[src/rtl/tok_pkg.sv]
// Shared definitions for the identifier token collector: delimiter set,
// character-class helpers, FSM states and the default output record layout.
package tok_pkg;

  localparam logic [7:0] CH_SPACE   = 8'h20;
  localparam logic [7:0] CH_NEWLINE = 8'h0A;
  localparam logic [7:0] CH_COMMA   = 8'h2C;
  localparam logic [7:0] CH_SEMI    = 8'h3B;

  localparam int unsigned REC_POS_W = 16;
  localparam int unsigned REC_LEN_W = 8;

  typedef enum logic {GAP, TOKEN} tok_state_e;

  typedef struct packed {
    logic [REC_POS_W-1:0] start;
    logic [REC_LEN_W-1:0] len;
  } tok_rec_t;

  function automatic logic is_delim(input logic [7:0] c);
    return (c == CH_SPACE) || (c == CH_NEWLINE) || (c == CH_COMMA) || (c == CH_SEMI);
  endfunction

  function automatic logic is_alpha(input logic [7:0] c);
    return ((c >= 8'h61) && (c <= 8'h7A)) || ((c >= 8'h41) && (c <= 8'h5A));
  endfunction

endpackage

[src/rtl/sync_fifo.sv]
// Single-clock FIFO with registered storage; reports writes it had to drop.
// The head reads as zero while empty so consumers never see stale data.
module sync_fifo #(
  parameter int unsigned WIDTH = 24,
  parameter int unsigned DEPTH = 4
) (
  input  logic             clk,
  input  logic             rst_n,
  input  logic             wr_en,
  input  logic [WIDTH-1:0] wr_data,
  input  logic             rd_en,
  output logic [WIDTH-1:0] rd_data,
  output logic             full,
  output logic             empty,
  output logic             wr_drop
);

  localparam int unsigned AW = $clog2(DEPTH);

  logic [WIDTH-1:0] mem_q [DEPTH];
  logic [AW:0]      wr_ptr_q, wr_ptr_d;
  logic [AW:0]      rd_ptr_q, rd_ptr_d;
  logic             do_rd;
  logic             do_wr;

  always_comb begin
    empty    = (wr_ptr_q == rd_ptr_q);
    full     = ((wr_ptr_q - rd_ptr_q) == (AW+1)'(DEPTH));
    do_rd    = rd_en && !empty;
    // A pop in the same cycle frees the slot, so a write into a full FIFO still lands.
    do_wr    = wr_en && (!full || do_rd);
    wr_drop  = wr_en && !do_wr;
    wr_ptr_d = do_wr ? wr_ptr_q + 1'b1 : wr_ptr_q;
    rd_ptr_d = do_rd ? rd_ptr_q + 1'b1 : rd_ptr_q;
    rd_data  = empty ? '0 : mem_q[rd_ptr_q[AW-1:0]];
  end

  always_ff @(posedge clk) begin
    if (!rst_n) begin
      wr_ptr_q <= '0;
      rd_ptr_q <= '0;
    end else begin
      wr_ptr_q <= wr_ptr_d;
      rd_ptr_q <= rd_ptr_d;
    end
  end

  always_ff @(posedge clk) begin
    if (do_wr) mem_q[wr_ptr_q[AW-1:0]] <= wr_data;
  end

endmodule

[src/rtl/id_token_collector.sv]
// Splits the character stream into tokens at delimiters and queues a
// {start, length} record for every token the recognizer accepted.
module id_token_collector
  import tok_pkg::*;
#(
  parameter int unsigned FIFO_DEPTH = 4,
  parameter int unsigned POS_W      = 16,
  parameter int unsigned LEN_W      = 8
) (
  input  logic             clk,
  input  logic             rst_n,
  input  logic             in_valid,
  input  logic [7:0]       in_char,
  input  logic             in_match,
  output logic             out_valid,
  input  logic             out_ready,
  output logic [POS_W-1:0] out_start,
  output logic [LEN_W-1:0] out_len,
  output logic [15:0]      id_count,
  output logic             overflow
);

  localparam int unsigned REC_W = POS_W + LEN_W;

  tok_state_e       state_q, state_d;
  logic [POS_W-1:0] pos_q, pos_d;
  logic [POS_W-1:0] tok_start_q, tok_start_d;
  logic [LEN_W-1:0] tok_len_q, tok_len_d;
  logic             first_alpha_q, first_alpha_d;
  logic [15:0]      id_count_q, id_count_d;
  logic             overflow_q, overflow_d;

  logic             emit;
  logic             fifo_full;
  logic             fifo_empty;
  logic             fifo_drop;
  logic             pop;
  logic [REC_W-1:0] head;

  always_comb begin
    state_d       = state_q;
    pos_d         = pos_q;
    tok_start_d   = tok_start_q;
    tok_len_d     = tok_len_q;
    first_alpha_d = first_alpha_q;
    id_count_d    = id_count_q;
    overflow_d    = overflow_q;
    emit          = 1'b0;

    if (in_valid) begin
      pos_d = pos_q + 1'b1;
      unique case (state_q)
        GAP: begin
          if (!is_delim(in_char)) begin
            tok_start_d   = pos_q;
            tok_len_d     = LEN_W'(1);
            first_alpha_d = is_alpha(in_char);
            state_d       = TOKEN;
          end
        end
        TOKEN: begin
          if (!is_delim(in_char)) begin
            if (tok_len_q != {LEN_W{1'b1}}) tok_len_d = tok_len_q + 1'b1;
          end else begin
            // A leading digit means the recognizer restarted inside the token.
            emit    = in_match && first_alpha_q;
            state_d = GAP;
          end
        end
        default: state_d = GAP;
      endcase
    end

    if (emit) begin
      if (id_count_q != 16'hFFFF) id_count_d = id_count_q + 1'b1;
      if (fifo_drop) overflow_d = 1'b1;
    end
  end

  always_ff @(posedge clk) begin
    if (!rst_n) begin
      state_q       <= GAP;
      pos_q         <= '0;
      tok_start_q   <= '0;
      tok_len_q     <= '0;
      first_alpha_q <= 1'b0;
      id_count_q    <= '0;
      overflow_q    <= 1'b0;
    end else begin
      state_q       <= state_d;
      pos_q         <= pos_d;
      tok_start_q   <= tok_start_d;
      tok_len_q     <= tok_len_d;
      first_alpha_q <= first_alpha_d;
      id_count_q    <= id_count_d;
      overflow_q    <= overflow_d;
    end
  end

  assign pop = out_valid && out_ready;

  sync_fifo #(
    .WIDTH (REC_W),
    .DEPTH (FIFO_DEPTH)
  ) u_fifo (
    .clk     (clk),
    .rst_n   (rst_n),
    .wr_en   (emit),
    .wr_data ({tok_start_q, tok_len_q}),
    .rd_en   (pop),
    .rd_data (head),
    .full    (fifo_full),
    .empty   (fifo_empty),
    .wr_drop (fifo_drop)
  );

  assign out_valid = !fifo_empty;
  assign out_start = head[REC_W-1:LEN_W];
  assign out_len   = head[LEN_W-1:0];
  assign id_count  = id_count_q;
  assign overflow  = overflow_q;

endmodule

[config.mk]
export PLATFORM = sky130hd
export DESIGN_NAME = id_token_collector
export DESIGN_NICKNAME = d
export VERILOG_FILES = /design/src/rtl/tok_pkg.sv /design/src/rtl/sync_fifo.sv /design/src/rtl/id_token_collector.sv
export SDC_FILE = /design/constraint.sdc
export NUM_CORES = 1
export LEC_CHECK = 0
export CORE_UTILIZATION = 52
export DETAILED_ROUTE_END_ITERATION = 6
export PLACE_DENSITY = 0.85
export SKIP_CTS_REPAIR_TIMING = 1
export SLEW_MARGIN = 25
export SYNTH_ARGS = -nofsm -noshare
export SYNTH_HDL_FRONTEND = slang
export SYNTH_SLANG_ARGS = --single-unit
[constraint.sdc]
create_clock -name clk -period 2.65 [get_ports clk]
set_input_delay 0.795 -clock clk [delete_from_list [all_inputs] [get_ports clk]]
set_output_delay 0.795 -clock clk [all_outputs]
set_load 0.02 [all_outputs]
==> impl_summary.txt, run 1 <==
----------------------------------------------------
[Power]
  Combinational group share of total power ... 2.6%
  LEAKAGE ... 0.00301 uW
  Power dissipated by switching net loads ... 1090 uW
  Internal cell power ... 4150 uW
  Part of the power in the clock network ... 46.4%
  Part of the total power dissipated in sequential elements ... 51.0%
  Switching Fraction ... 20.9%
  Worst vdd ir ... 302 uV
  Total power density per cell area ... 603 nW/um^2

[Worst setup path]
  Type of destination of the critical path ... output port
  Worst r2r dst ... u_fifo.mem_q[3][18]
  Worst setup slack for register-to-register paths ... 0.44 ns
  Kind of launch point of the worst setup path ... register
  Critical setup path kind ... register to output port
  Data arrival at the endpoint of the critical path ... 1.86 ns
  Worst R2R Start ... u_fifo.rd_ptr_q[1]
  Number of cell instances on the worst register-to-register path ... 7
  Worst EP required ... 1.86 ns
  Largest fanout on the critical path ... 9

[Place]
  Total half-perimeter wirelength after legalization and detailed placement ... 9.29 mm
  Placed Cells incl. Taps ... 780
  Routability congestion estimate ... 0.879
  Count of port buffers added during placement ... 54
  Post-place instance area ... 8060 sq um

[Clock tree]
  Later-pin clock latency in the skew report ... 0.42 ns
  Htree depth ... 4
  Sinks on Clock Net ... 163
  Master cell of the clock root buffer ... sky130_fd_sc_hd__clkbuf_16
  Clk slew on worst S/H paths ... 0.06 ns
  Maximum buffer depth of the clock tree ... 2
  Number of buffers created by CTS ... 17
  TritonCTS clock tree ... yes

[GRT]
  Most crowded layer after global routing ... met2
  Global-route track usage on met1 ... 27.5%
  Number of antenna violations at the first check in global routing ... 0
  All-layer global routing usage ... 21.7%
  Met3 demand-to-capacity share in global routing ... 4.41%
  Global-route wire length before repair ... 23.7 mm
  Maximum number of pins on one net before global-route repair ... 31
  Vias in the first global route ... 4,773
  Sum of overflow across all layers after global routing ... 0
  Met2 usage ... 36.7%

[STA]
  Final worst-path cycle share ... 100%
  Slew @ Worst Pin ... 0.483 ns
  Final Hold Fails ... 0
  Final TNS setup ... -0.00744 ns
  Setup slack of the critical path after layout ... -0.00744 ns
  Normalized max-slew margin ... 67.8%
  Worst hold margin ... 0.498 ns
  Time the worst path needs with I/O delays and setup ... 2.66 ns
  Unrepaired setup endpoints after global routing ... true
  Number of pins with negative max-slew slack in the final report ... 0
  Final setup skew ... 0.0106 ns
  Final Setup Violations ... 1
  Maximum achievable frequency ... 0.376 GHz

[Detailed routing]
  Detail-routed via count per cell ... 5.87
  Number of routed nets with antenna violations ... 0
  Total length of routed wires ... 15.3 mm
  1st-pass router iterations ... 5
  Drt first-iter violations ... 310
  Total DRC errors in the routed layout ... 0
  Average wire per standard cell ... 18.6 um
  Vias ... 4,811

[Final layout]
  Number of diodes added for antenna fixing ... 0
  Util after Layout ... 67.8%
  Final design instance area without fill ... 8690 sq um
  Fraction of layout cells with a size suffix above 1 ... 24.1%
  Final-stage net count ... 657
  Layout-stage area growth over the synthesis result ... 24.7%
  Layout Cells excl Fill ... 819
  Fill cell total of the finished layout ... 860

[Status]
  Result of the run ... complete, but fails checks
  Failing checks ... setup timing

[Worst hold path]
  Worst Hold Path Cells ... 2
  Worst min path class ... register to register
  Sink of the worst hold path ... id_count[5]
  Hold wc startpoint ... id_count[5]

[Synthesis]
  Number of synthesized flops with an enable pin ... 96
  Count of mapped cells out of synthesis ... 533
  Post-synthesis async set-or-reset flop share ... 0%
  Flip-flop and latch count after synthesis ... 163
  Mapped Avg Cell Area ... 13.1 sq um
  Number of nets in the synthesized netlist ... 556
  Netlist area before placement ... 6970 sq um
  Sequential fraction of the synthesis area ... 60.6%
  Count of warnings emitted by yosys ... 0
  Ys flop type ... sky130_fd_sc_hd__edfxtp_1
  Netlist cell types ... 63

[Floorplanning]
  Die Area ... 13,900 sq um
  Die outline width ... 118 um
  FP Rows ... 41
  Core Region ... 12,800 sq um
  Overall die height ... 118 um
  Starting density of the core ... 54.3%
  Num ports ... 55

[Run]
  Maxcap violations ... 0

----------------------------------------------------
[layout by cell type, fill, tap and decap left out, types with 3 or more instances in the layout]
| master | n |
|---|---|
| sky130_fd_sc_hd__or3_1 | 3 |
| sky130_fd_sc_hd__nand3_1 | 24 |
| sky130_fd_sc_hd__nand2_1 | 54 |
| sky130_fd_sc_hd__o21bai_1 | 3 |
| sky130_fd_sc_hd__nand4b_1 | 3 |
| sky130_fd_sc_hd__a21oi_1 | 20 |
| sky130_fd_sc_hd__clkdlybuf4s50_1 | 29 |
| sky130_fd_sc_hd__inv_1 | 6 |
| sky130_fd_sc_hd__mux2i_1 | 22 |
| sky130_fd_sc_hd__or4_1 | 7 |
| sky130_fd_sc_hd__buf_6 | 3 |
| sky130_fd_sc_hd__and2_1 | 19 |
| sky130_fd_sc_hd__xnor2_1 | 6 |
| sky130_fd_sc_hd__buf_12 | 10 |
| sky130_fd_sc_hd__nor4_1 | 5 |
| sky130_fd_sc_hd__ha_1 | 10 |
| sky130_fd_sc_hd__nor2_1 | 24 |
| sky130_fd_sc_hd__mux4_2 | 24 |
| sky130_fd_sc_hd__o31ai_1 | 9 |
| sky130_fd_sc_hd__and2_4 | 6 |
| sky130_fd_sc_hd__xor2_1 | 11 |
| sky130_fd_sc_hd__o21a_1 | 3 |
| sky130_fd_sc_hd__clkinv_2 | 3 |
| sky130_fd_sc_hd__buf_4 | 45 |
| sky130_fd_sc_hd__nand4_1 | 11 |
| sky130_fd_sc_hd__o21ai_0 | 5 |
| sky130_fd_sc_hd__and3_1 | 10 |
| sky130_fd_sc_hd__clkbuf_16 | 18 |
| sky130_fd_sc_hd__edfxtp_1 | 96 |
| sky130_fd_sc_hd__clkinv_4 | 4 |
| sky130_fd_sc_hd__nand2b_1 | 3 |
| sky130_fd_sc_hd__nor3_1 | 7 |
| sky130_fd_sc_hd__clkbuf_2 | 12 |
| sky130_fd_sc_hd__o21ai_1 | 6 |
| sky130_fd_sc_hd__dfxtp_1 | 64 |
| sky130_fd_sc_hd__buf_2 | 4 |
[worst max-delay path, cell delays in order, from the launching register on]
cell and delay [ns]:
sky130_fd_sc_hd__dfxtp_4 0.41, sky130_fd_sc_hd__buf_12 0.16, sky130_fd_sc_hd__mux4_2 0.52, sky130_fd_sc_hd__and2_1 0.19, sky130_fd_sc_hd__buf_4 0.16
[registers in the layout, summed over array words and instances (netlist names), named ones only]
name / count
u_fifo.wr_ptr_q: 3
state_q: 1
u_fifo.rd_ptr_q: 3
tok_len_q: 8
tok_start_q: 16
first_alpha_q: 1
pos_q: 16
id_count: 16
u_fifo.mem_q: 96
overflow: 1
[stage by stage]
step | worst slack (ns) | total power [uW]
after floorplan | 0.0388 | 2790
after global placement | -0.288 | 2860
after detailed placement | -0.384 | 2860
after CTS | -0.551 | 5250
after global routing | -0.0573 | 5390
final | -0.00744 | 5240
[cells by family (layout without fill, tap and decap cells)]
kind of cell | after synthesis | after routing | synth area share, %
XOR/XNOR | 17 | 17 | 2.14
AO/OA/AOI/OAI | 66 | 66 | 6.55
multiplexers | 46 | 46 | 10.9
buffers and inverters | 31 | 145 | 1.96
flip-flops | 163 | 163 | 60.6
adder cells (fa/ha/maj) | 10 | 10 | 1.80
AND/OR/NAND/NOR | 200 | 200 | 16.0
[worst max path at each step]
stage	from	to	slack, ns	depth (start not counted)
after global placement	in_char[1]	id_count[12]	-0.29	7
after detailed placement	in_char[1]	id_count[12]	-0.38	7
after floorplan	in_char[1]	u_fifo.mem_q[3][0]	0.04	4
final	register	out_start[11]	-0.007	4
after CTS	u_fifo.rd_ptr_q[1]	out_start[9]	-0.55	7
after global routing	register	out_start[11]	-0.06	4
[Yosys cell counts, types with 3 or more instances]
master                     number  share of area (%)
sky130_fd_sc_hd__nor2_1        24                1.3
sky130_fd_sc_hd__mux4_2        24                7.8
sky130_fd_sc_hd__mux2i_1       22                3.2
sky130_fd_sc_hd__nand4b_1       3               0.38
sky130_fd_sc_hd__ha_1          10                1.8
sky130_fd_sc_hd__o21ai_1        6               0.43
sky130_fd_sc_hd__or3_1          3               0.27
sky130_fd_sc_hd__o31ai_1        9               0.97
sky130_fd_sc_hd__or4_1          7               0.75
sky130_fd_sc_hd__xor2_1        11                1.4
sky130_fd_sc_hd__inv_1          7               0.38
sky130_fd_sc_hd__o21ai_0        5               0.36
sky130_fd_sc_hd__clkbuf_1      14               0.75
sky130_fd_sc_hd__edfxtp_1      96                 41
sky130_fd_sc_hd__dfxtp_1       67                 19
sky130_fd_sc_hd__o21bai_1       3               0.32
sky130_fd_sc_hd__xnor2_1        6               0.75
sky130_fd_sc_hd__nand3_1       24                1.7
sky130_fd_sc_hd__nand2b_1       3               0.27
sky130_fd_sc_hd__nand4_1       11               0.99
sky130_fd_sc_hd__o21a_1         3               0.32
sky130_fd_sc_hd__and3_1        11               0.99
sky130_fd_sc_hd__a21oi_1       20                1.4
sky130_fd_sc_hd__nor4_1         5               0.45
sky130_fd_sc_hd__nand2_1       54                2.9
sky130_fd_sc_hd__buf_2          4               0.29
sky130_fd_sc_hd__nor3_1         7               0.50
sky130_fd_sc_hd__and2_1        25                2.2
[layer usage]
metal  vias up  share of wire, %
li1       2238                 -
met1      2388                42
met2       158                51
met3        27               4.9
met4         0               1.8
met5         -                 0
[power groups by stage]
stage | Combinational (uW) | Clock, uW | Sequential [uW]
2_1_floorplan | 67.8 | 0 | 2730
3_3_place_gp | 127 | 0 | 2730
3_5_place_dp | 132 | 0 | 2730
4_1_cts | 136 | 2440 | 2670
5_1_grt | 148 | 2570 | 2670
6_report | 138 | 2430 | 2670
[final cells by class]
type / instances / area [sq um] / share of cell area, %
sequential: 163 / 4230 / 48.7
multi-input combinational: 339 / 2640 / 30.4
timing repair buffer: 105 / 980 / 11.3
clock buffer: 18 / 439 / 5.05
tap: 172 / 215 / 2.48
clock inverter: 14 / 154 / 1.77
inverter: 8 / 32.5 / 0.374
Note: power is estimated with default switching activity, not from simulation.
==> run 2, diff against run 1 <==
--- a/config.mk
+++ b/config.mk
@@ -5,9 +5,10 @@
 export SDC_FILE = /design/constraint.sdc
 export NUM_CORES = 1
 export LEC_CHECK = 0
-export CORE_UTILIZATION = 52
+export CORE_UTILIZATION = 55
 export DETAILED_ROUTE_END_ITERATION = 6
-export PLACE_DENSITY = 0.85
+export DONT_BUFFER_PORTS = 1
+export PLACE_DENSITY = 0.83
 export SKIP_CTS_REPAIR_TIMING = 1
 export SLEW_MARGIN = 25
 export SYNTH_ARGS = -nofsm -noshare
==> run 2 against run 1 <==
  * Critical path type unchanged
  * Via count fell by 6.7%
  * Final area is 7.1% lower
  * Sequential share of layout area increased by 3.8 points
  * Highest routed layer unchanged
  * The run now ends clean
  * Critical path depth rose by 3
  * Clock power up 4%
  * Fmax up 0.53%
  * Worst setup slack improved by 0.014 ns
==> impl_summary.txt, run 2 (synthesis results as in run 1) <==
----------------------------------------------------
[Floorplanning]
  Num ports ... 55 (unchanged)
  Starting density of the core ... 57.3% (+3.0 points)
  FP Rows ... 40 (-2.4%)
  Overall die height ... 115 um (-2.7%)
  Die Area ... 13,100 sq um (-5.4%)
  Die outline width ... 115 um (-2.7%)
  Core Region ... 12,200 sq um (-5.2%)

[STA]
  Time the worst path needs with I/O delays and setup ... 2.64 ns (-0.0140 ns)
  Slew @ Worst Pin ... 0.760 ns (+0.277 ns)
  Final setup skew ... 0.0106 ns (+0.00000480 ns)
  Setup slack of the critical path after layout ... 0.00660 ns (+0.0140 ns)
  Number of pins with negative max-slew slack in the final report ... 0 (unchanged)
  Final Hold Fails ... 0 (unchanged)
  Final TNS setup ... 0 ns (+0.00744 ns)
  Final worst-path cycle share ... 99.8% (-0.53 points)
  Maximum achievable frequency ... 0.378 GHz (+0.53%)
  Worst hold margin ... 0.480 ns (-0.0180 ns)
  Final Setup Violations ... 0 (-1)
  Normalized max-slew margin ... 49.2% (-19 points)

[Final layout]
  Layout Cells excl Fill ... 731 (-11%)
  Number of diodes added for antenna fixing ... 0 (unchanged)
  Flip-flop count of the largest register after layout ... 96 (unchanged)
  Layout-stage area growth over the synthesis result ... 15.8%
  Fraction of layout cells with a size suffix above 1 ... 21.3% (-2.8 points)
  Most frequent cells in the layout ... sky130_fd_sc_hd__edfxtp_1 (96), sky130_fd_sc_hd__dfxtp_1 (63), sky130_fd_sc_hd__nand2_1 (54)
  Final design instance area without fill ... 8070 sq um (-7.1%)
  Most common cell after layout, fill and taps aside ... sky130_fd_sc_hd__edfxtp_1
  Final-stage net count ... 573 (-13%)

[Clock tree]
  Number of buffers created by CTS ... 17 (unchanged)
  Master cell of the clock root buffer ... sky130_fd_sc_hd__clkbuf_16
  Later-pin clock latency in the skew report ... 0.42 ns (about the same)
  Sinks on Clock Net ... 163 (unchanged)
  Maximum buffer depth of the clock tree ... 2 (unchanged)
  Htree depth ... 4 (unchanged)
  TritonCTS clock tree ... yes
  Clk slew on worst S/H paths ... 0.06 ns (about the same)

[Place]
  Placement-stage worst setup slack ... 0.127 ns (+0.510 ns)
  Placed Cells incl. Taps ... 691 (-11%)
  Total half-perimeter wirelength after legalization and detailed placement ... 8.61 mm (-7.4%)
  Routability congestion estimate ... 0.860 (-2.1%)
  Post-place instance area ... 7230 sq um (-10%)
  Count of port buffers added during placement ... 0 (-100%)

[GRT]
  Maximum number of pins on one net before global-route repair ... 50 (+61%)
  Global-route wire length before repair ... 22.0 mm (-7.2%)
  Number of antenna violations at the first check in global routing ... 0 (unchanged)
  Sum of overflow across all layers after global routing ... 0 (unchanged)
  Vias in the first global route ... 4,410 (-7.6%)
  All-layer global routing usage ... 22.6% (+0.92 points)

[Detailed routing]
  Amount of wire on met3 after detailed routing ... 1.02 mm (+35%)
  Detail-routed via count per cell ... 6.14 (+4.5%)
  Number of routed nets with antenna violations ... 0 (unchanged)
  Total length of routed wires ... 14.7 mm (-3.4%)
  Vias ... 4,488 (-6.7%)
  1st-pass router iterations ... 5 (unchanged)
  Total DRC errors in the routed layout ... 0 (unchanged)
  Drt first-iter violations ... 535 (+73%)
  Average wire per standard cell ... 20.2 um (+8.2%)
  Wire length the detailed router placed on met1 ... 6.00 mm (-6.3%)
  Amount of wire on met2 after detailed routing ... 7.47 mm (-4.5%)
  Highest routed layer ... met4

[Worst hold path]
  Worst min path class ... input pin to register

[Worst setup path]
  Largest fanout on the critical path ... 6 (-3)
  Worst EP required ... 1.86 ns (about the same)
  Critical setup path kind ... register to output port
  Kind of launch point of the worst setup path ... register
  Data arrival at the endpoint of the critical path ... 1.85 ns (about the same)
  Type of destination of the critical path ... output port

[Power]
  Switching Fraction ... 19.0% (-1.9 points)
  Internal cell power ... 4260 uW (+2.7%)
  Total power density per cell area ... 652 nW/um^2 (+8.1%)
  Combinational group share of total power ... 1.3% (-1.3 points)
  LEAKAGE ... 0.00263 uW (-13%)
  Worst vdd ir ... 530 uV (+75%)
  Part of the power in the clock network ... 47.9% (+1.5 points)
  Part of the total power dissipated in sequential elements ... 50.8% (-0.2 points)
  Power dissipated by switching net loads ... 1000 uW (-8.6%)

[Run]
  Maxcap violations ... 0 (unchanged)

[Status]
  Result of the run ... completed

----------------------------------------------------
==> run 2: cell count changes in the layout (fill, tap and decap cells not counted), moves of 4 or more <==
cell	before	now
sky130_fd_sc_hd__and2_1	19	1
sky130_fd_sc_hd__buf_12	10	6
sky130_fd_sc_hd__buf_2	4	0
sky130_fd_sc_hd__buf_4	45	12
sky130_fd_sc_hd__and2_4	6	24
sky130_fd_sc_hd__clkbuf_2	12	0
sky130_fd_sc_hd__clkdlybuf4s50_1	29	0
==> run 2: final timing paths <==
check                                   startpoint                  to  slack (ns)  depth (start not counted)
worst min-delay path                      in_valid             state_q        0.48                          1
worst max register to register  u_fifo.rd_ptr_q[1]  u_fifo.mem_q[0][3]        0.50                          7
worst min register to register           pos_q[15]     tok_start_q[15]        0.49                          2
worst max-delay path            u_fifo.rd_ptr_q[1]          out_len[7]       0.007                          7
==> run 2: layer usage <==
metal,up-vias,track usage (%)
li1,2062,-
met1,2222,27.6
met2,170,38.6
met3,34,6.09
met4,0,8.66
met5,-,0
==> run 2: power by group through the flow <==
stage	registers, uW	clock network [uW]	logic [uW]
after floorplan	2730	0	67.8
after global placement	2730	0	62.5
after detailed placement	2730	0	66.2
after CTS	2680	2560	66.4
after global routing	2680	2650	74.0
final	2680	2520	66.7
==> run 2: critical path, stage by stage (launching register included) <==
cell and delay, ns:
sky130_fd_sc_hd__dfxtp_2 0.34, sky130_fd_sc_hd__inv_1 0.09, sky130_fd_sc_hd__ha_4 0.29, sky130_fd_sc_hd__and3_4 0.21, sky130_fd_sc_hd__inv_6 0.05, sky130_fd_sc_hd__clkbuf_16 0.14
sky130_fd_sc_hd__buf_8 0.13, sky130_fd_sc_hd__and2_4 0.18
==> run 2: layout make-up <==
class / instances / area [sq um]
Clock buffer: 19 / 433
Clock inverter: 13 / 185
Fill cell: 853 / 4090
Inverter: 8 / 37.5
Multi-Input combinational cell: 339 / 2700
Sequential cell: 163 / 4230
Tap cell: 168 / 210
Timing Repair Buffer: 21 / 275
==> run 2: stage by stage <==
step,total power [uW],util (%)
2_1_floorplan,2790,-
3_3_place_gp,2790,59.5
3_5_place_dp,2800,59.5
4_1_cts,5300,64.5
5_1_grt,5400,66.4
6_report,5260,66.4
==> run 3, diff against run 2 <==
--- a/config.mk
+++ b/config.mk
@@ -8,7 +8,7 @@
 export CORE_UTILIZATION = 55
 export DETAILED_ROUTE_END_ITERATION = 6
 export DONT_BUFFER_PORTS = 1
-export PLACE_DENSITY = 0.83
+export PLACE_DENSITY = 0.74
 export SKIP_CTS_REPAIR_TIMING = 1
 export SLEW_MARGIN = 25
 export SYNTH_ARGS = -nofsm -noshare
==> run 3 against run 2 <==
  * Power fell by 4.2%
  * Die area did not move
  * Largest power group unchanged
  * Largest cell class unchanged
  * First-iteration DRC count fell by 36%
  * Final area fell by 1.3%
  * Sequential share of layout area rose by 0.65 points
  * Sequential power barely moved
  * Utilization fell by 0.83 points
  * Sequential cell count did not move
  * Wire length fell by 5.8%
  * Critical endpoint is now out_len[1]
  * Clock power fell by 8.7%
  * Clock skew fell by 0.0060 ns
==> impl_summary.txt, run 3 (synthesis results as in run 1) <==
----------------------------------------------------
[GRT]
  All-layer global routing usage ... 22.6% (-0.054 points)
  Sum of overflow across all layers after global routing ... 0 (unchanged)
  Global-route wire length before repair ... 21.9 mm (-0.44%)
  Maximum number of pins on one net before global-route repair ... 50 (unchanged)
  Number of antenna violations at the first check in global routing ... 0 (unchanged)
  Vias in the first global route ... 4,292 (-2.7%)

[Floorplanning]
  Die outline width ... 115 um (unchanged)
  FP Rows ... 40 (unchanged)
  Starting density of the core ... 57.3% (unchanged)
  Core Region ... 12,200 sq um (unchanged)
  Overall die height ... 115 um (unchanged)
  Num ports ... 55 (unchanged)
  Die Area ... 13,100 sq um (unchanged)

[Place]
  Count of port buffers added during placement ... 0 (unchanged)
  Placed Cells incl. Taps ... 695 (+0.58%)
  Total half-perimeter wirelength after legalization and detailed placement ... 8.53 mm (-0.86%)
  Routability congestion estimate ... 0.823 (-4.4%)
  Placement-stage worst setup slack ... 0.150 ns (+0.0236 ns)

[Power]
  Part of the total power dissipated in sequential elements ... 53.1% (+2.3 points)
  Switching Fraction ... 19.5% (+0.51 points)
  Part of the power in the clock network ... 45.6% (-2.3 points)
  Internal cell power ... 4060 uW (-4.8%)
  Total power density per cell area ... 633 nW/um^2 (-3.0%)
  Worst vdd ir ... 384 uV (-28%)
  Combinational group share of total power ... 1.3% (about the same)
  Power dissipated by switching net loads ... 984 uW (-1.6%)
  LEAKAGE ... 0.00261 uW (-1.0%)

[Final layout]
  Final-stage net count ... 573 (unchanged)
  Layout-stage area growth over the synthesis result ... 14.4%
  Number of diodes added for antenna fixing ... 0 (unchanged)
  Flip-flop count of the largest register after layout ... 96 (unchanged)
  Fill cell total of the finished layout ... 899 (+5.4%)
  Area taken by flip-flops and latches ... 4230 sq um (about the same)
  Most frequent cells in the layout ... sky130_fd_sc_hd__edfxtp_1 (96), sky130_fd_sc_hd__dfxtp_1 (64), sky130_fd_sc_hd__nand2_1 (54)
  Fraction of layout cells with a size suffix above 1 ... 19.7% (-1.6 points)
  Multi-input combinational cell area ... 2670 sq um (-1.1%)
  Layout Cells excl Fill ... 731 (unchanged)
  Most common cell after layout, fill and taps aside ... sky130_fd_sc_hd__edfxtp_1

[STA]
  Slew @ Worst Pin ... 0.722 ns (-0.0378 ns)
  Final TNS setup ... 0 ns (unchanged)
  Maximum achievable frequency ... 0.386 GHz (+2.2%)
  Final Setup Violations ... 0 (unchanged)
  Final Hold Fails ... 0 (unchanged)
  Unrepaired setup endpoints after global routing ... false
  Worst hold margin ... 0.467 ns (-0.0137 ns)
  Normalized max-slew margin ... 51.7% (+2.5 points)
  Setup slack of the critical path after layout ... 0.0625 ns (+0.0559 ns)
  Number of pins with negative max-slew slack in the final report ... 0 (unchanged)
  Time the worst path needs with I/O delays and setup ... 2.59 ns (-0.0559 ns)
  Final setup skew ... 0.00455 ns (-0.00601 ns)
  Final worst-path cycle share ... 97.6% (-2.1 points)

[Detailed routing]
  Drt first-iter violations ... 345 (-36%)
  Number of routed nets with antenna violations ... 0 (unchanged)
  Average wire per standard cell ... 19.0 um (-5.8%)
  1st-pass router iterations ... 5 (unchanged)
  Vias ... 4,411 (-1.7%)
  Total length of routed wires ... 13.9 mm (-5.8%)
  Total DRC errors in the routed layout ... 0 (unchanged)
  Detail-routed via count per cell ... 6.03 (-1.7%)

[Clock tree]
  Number of buffers created by CTS ... 17 (unchanged)
  TritonCTS clock tree ... yes
  Clk slew on worst S/H paths ... 0.06 ns (about the same)
  Htree depth ... 4 (unchanged)
  Maximum buffer depth of the clock tree ... 2 (unchanged)
  Sinks on Clock Net ... 163 (unchanged)
  Master cell of the clock root buffer ... sky130_fd_sc_hd__clkbuf_16
  Later-pin clock latency in the skew report ... 0.42 ns (about the same)

[Worst setup path]
  Critical setup path kind ... register to output port
  Worst R2R Start ... u_fifo.wr_ptr_q[0]
  Data arrival at the endpoint of the critical path ... 1.79 ns (-0.06 ns)
  Kind of launch point of the worst setup path ... register
  Largest fanout on the critical path ... 12 (+6)
  Worst setup slack for register-to-register paths ... 0.50 ns (about the same)
  Worst EP required ... 1.86 ns (about the same)
  Type of destination of the critical path ... output port
  Number of cell instances on the worst register-to-register path ... 6 (-1)
  Worst r2r dst ... u_fifo.mem_q[1][21]

[Worst hold path]
  Hold wc startpoint ... in_valid
  Worst min path class ... input pin to register
  Worst Hold Path Cells ... 1 (unchanged)
  Sink of the worst hold path ... state_q

[Run]
  Maxcap violations ... 0 (unchanged)

[Status]
  Result of the run ... completed

----------------------------------------------------
## run 3: per-stage QoR
stage          instance area, sq um  total power, uW  util (%)
6_report                       7970             5040      65.5
5_1_grt                        7970             5200      65.5
4_1_cts                        7830             5070      64.4
3_5_place_dp                   7270             2800      59.8
3_3_place_gp                   7270             2790      59.8
2_1_floorplan                  6970             2790         -
## run 3: area by class of cell
class | count | share of cell area, %
sequential | 163 | 53.1
multi-input combinational | 339 | 33.5
clock inverter | 12 | 1.44
tap | 168 | 2.64
inverter | 8 | 0.471
timing repair buffer | 21 | 3.41
clock buffer | 20 | 5.48
## run 3: metal layers
layer	vias up	wire length, um	track usage [%]
met1	2190	5970	27.9
met5	-	0	0
met3	23	721	6.67
li1	2069	-	-
met2	129	6980	37.5
met4	0	212	8.66
## run 3: worst max-delay path: stages (launching register included)
cell	delay, ns
sky130_fd_sc_hd__dfxtp_2	0.41
sky130_fd_sc_hd__buf_12	0.19
sky130_fd_sc_hd__mux4_2	0.50
sky130_fd_sc_hd__and2_1	0.26
## run 3: power by group through the flow
stage	combinational (uW)	sequential, uW	clock, uW
finish	66.9	2680	2300
global route	74.9	2680	2450
CTS	67.0	2680	2320
detailed placement	66.1	2730	0
global placement	63.7	2730	0
floorplan	67.8	2730	0
## run 3: worst max-delay path by stage
stage,startpoint,end,slack (ns)
3_3_place_gp,in_char[0],u_fifo.mem_q[0][18],0.24
3_5_place_dp,in_char[0],tok_start_q[11],0.15
5_1_grt,register,out_len[1],0.01
6_report,register,out_len[1],0.06
2_1_floorplan,in_char[1],u_fifo.mem_q[3][0],0.04
4_1_cts,u_fifo.wr_ptr_q[0],out_start[6],-0.20
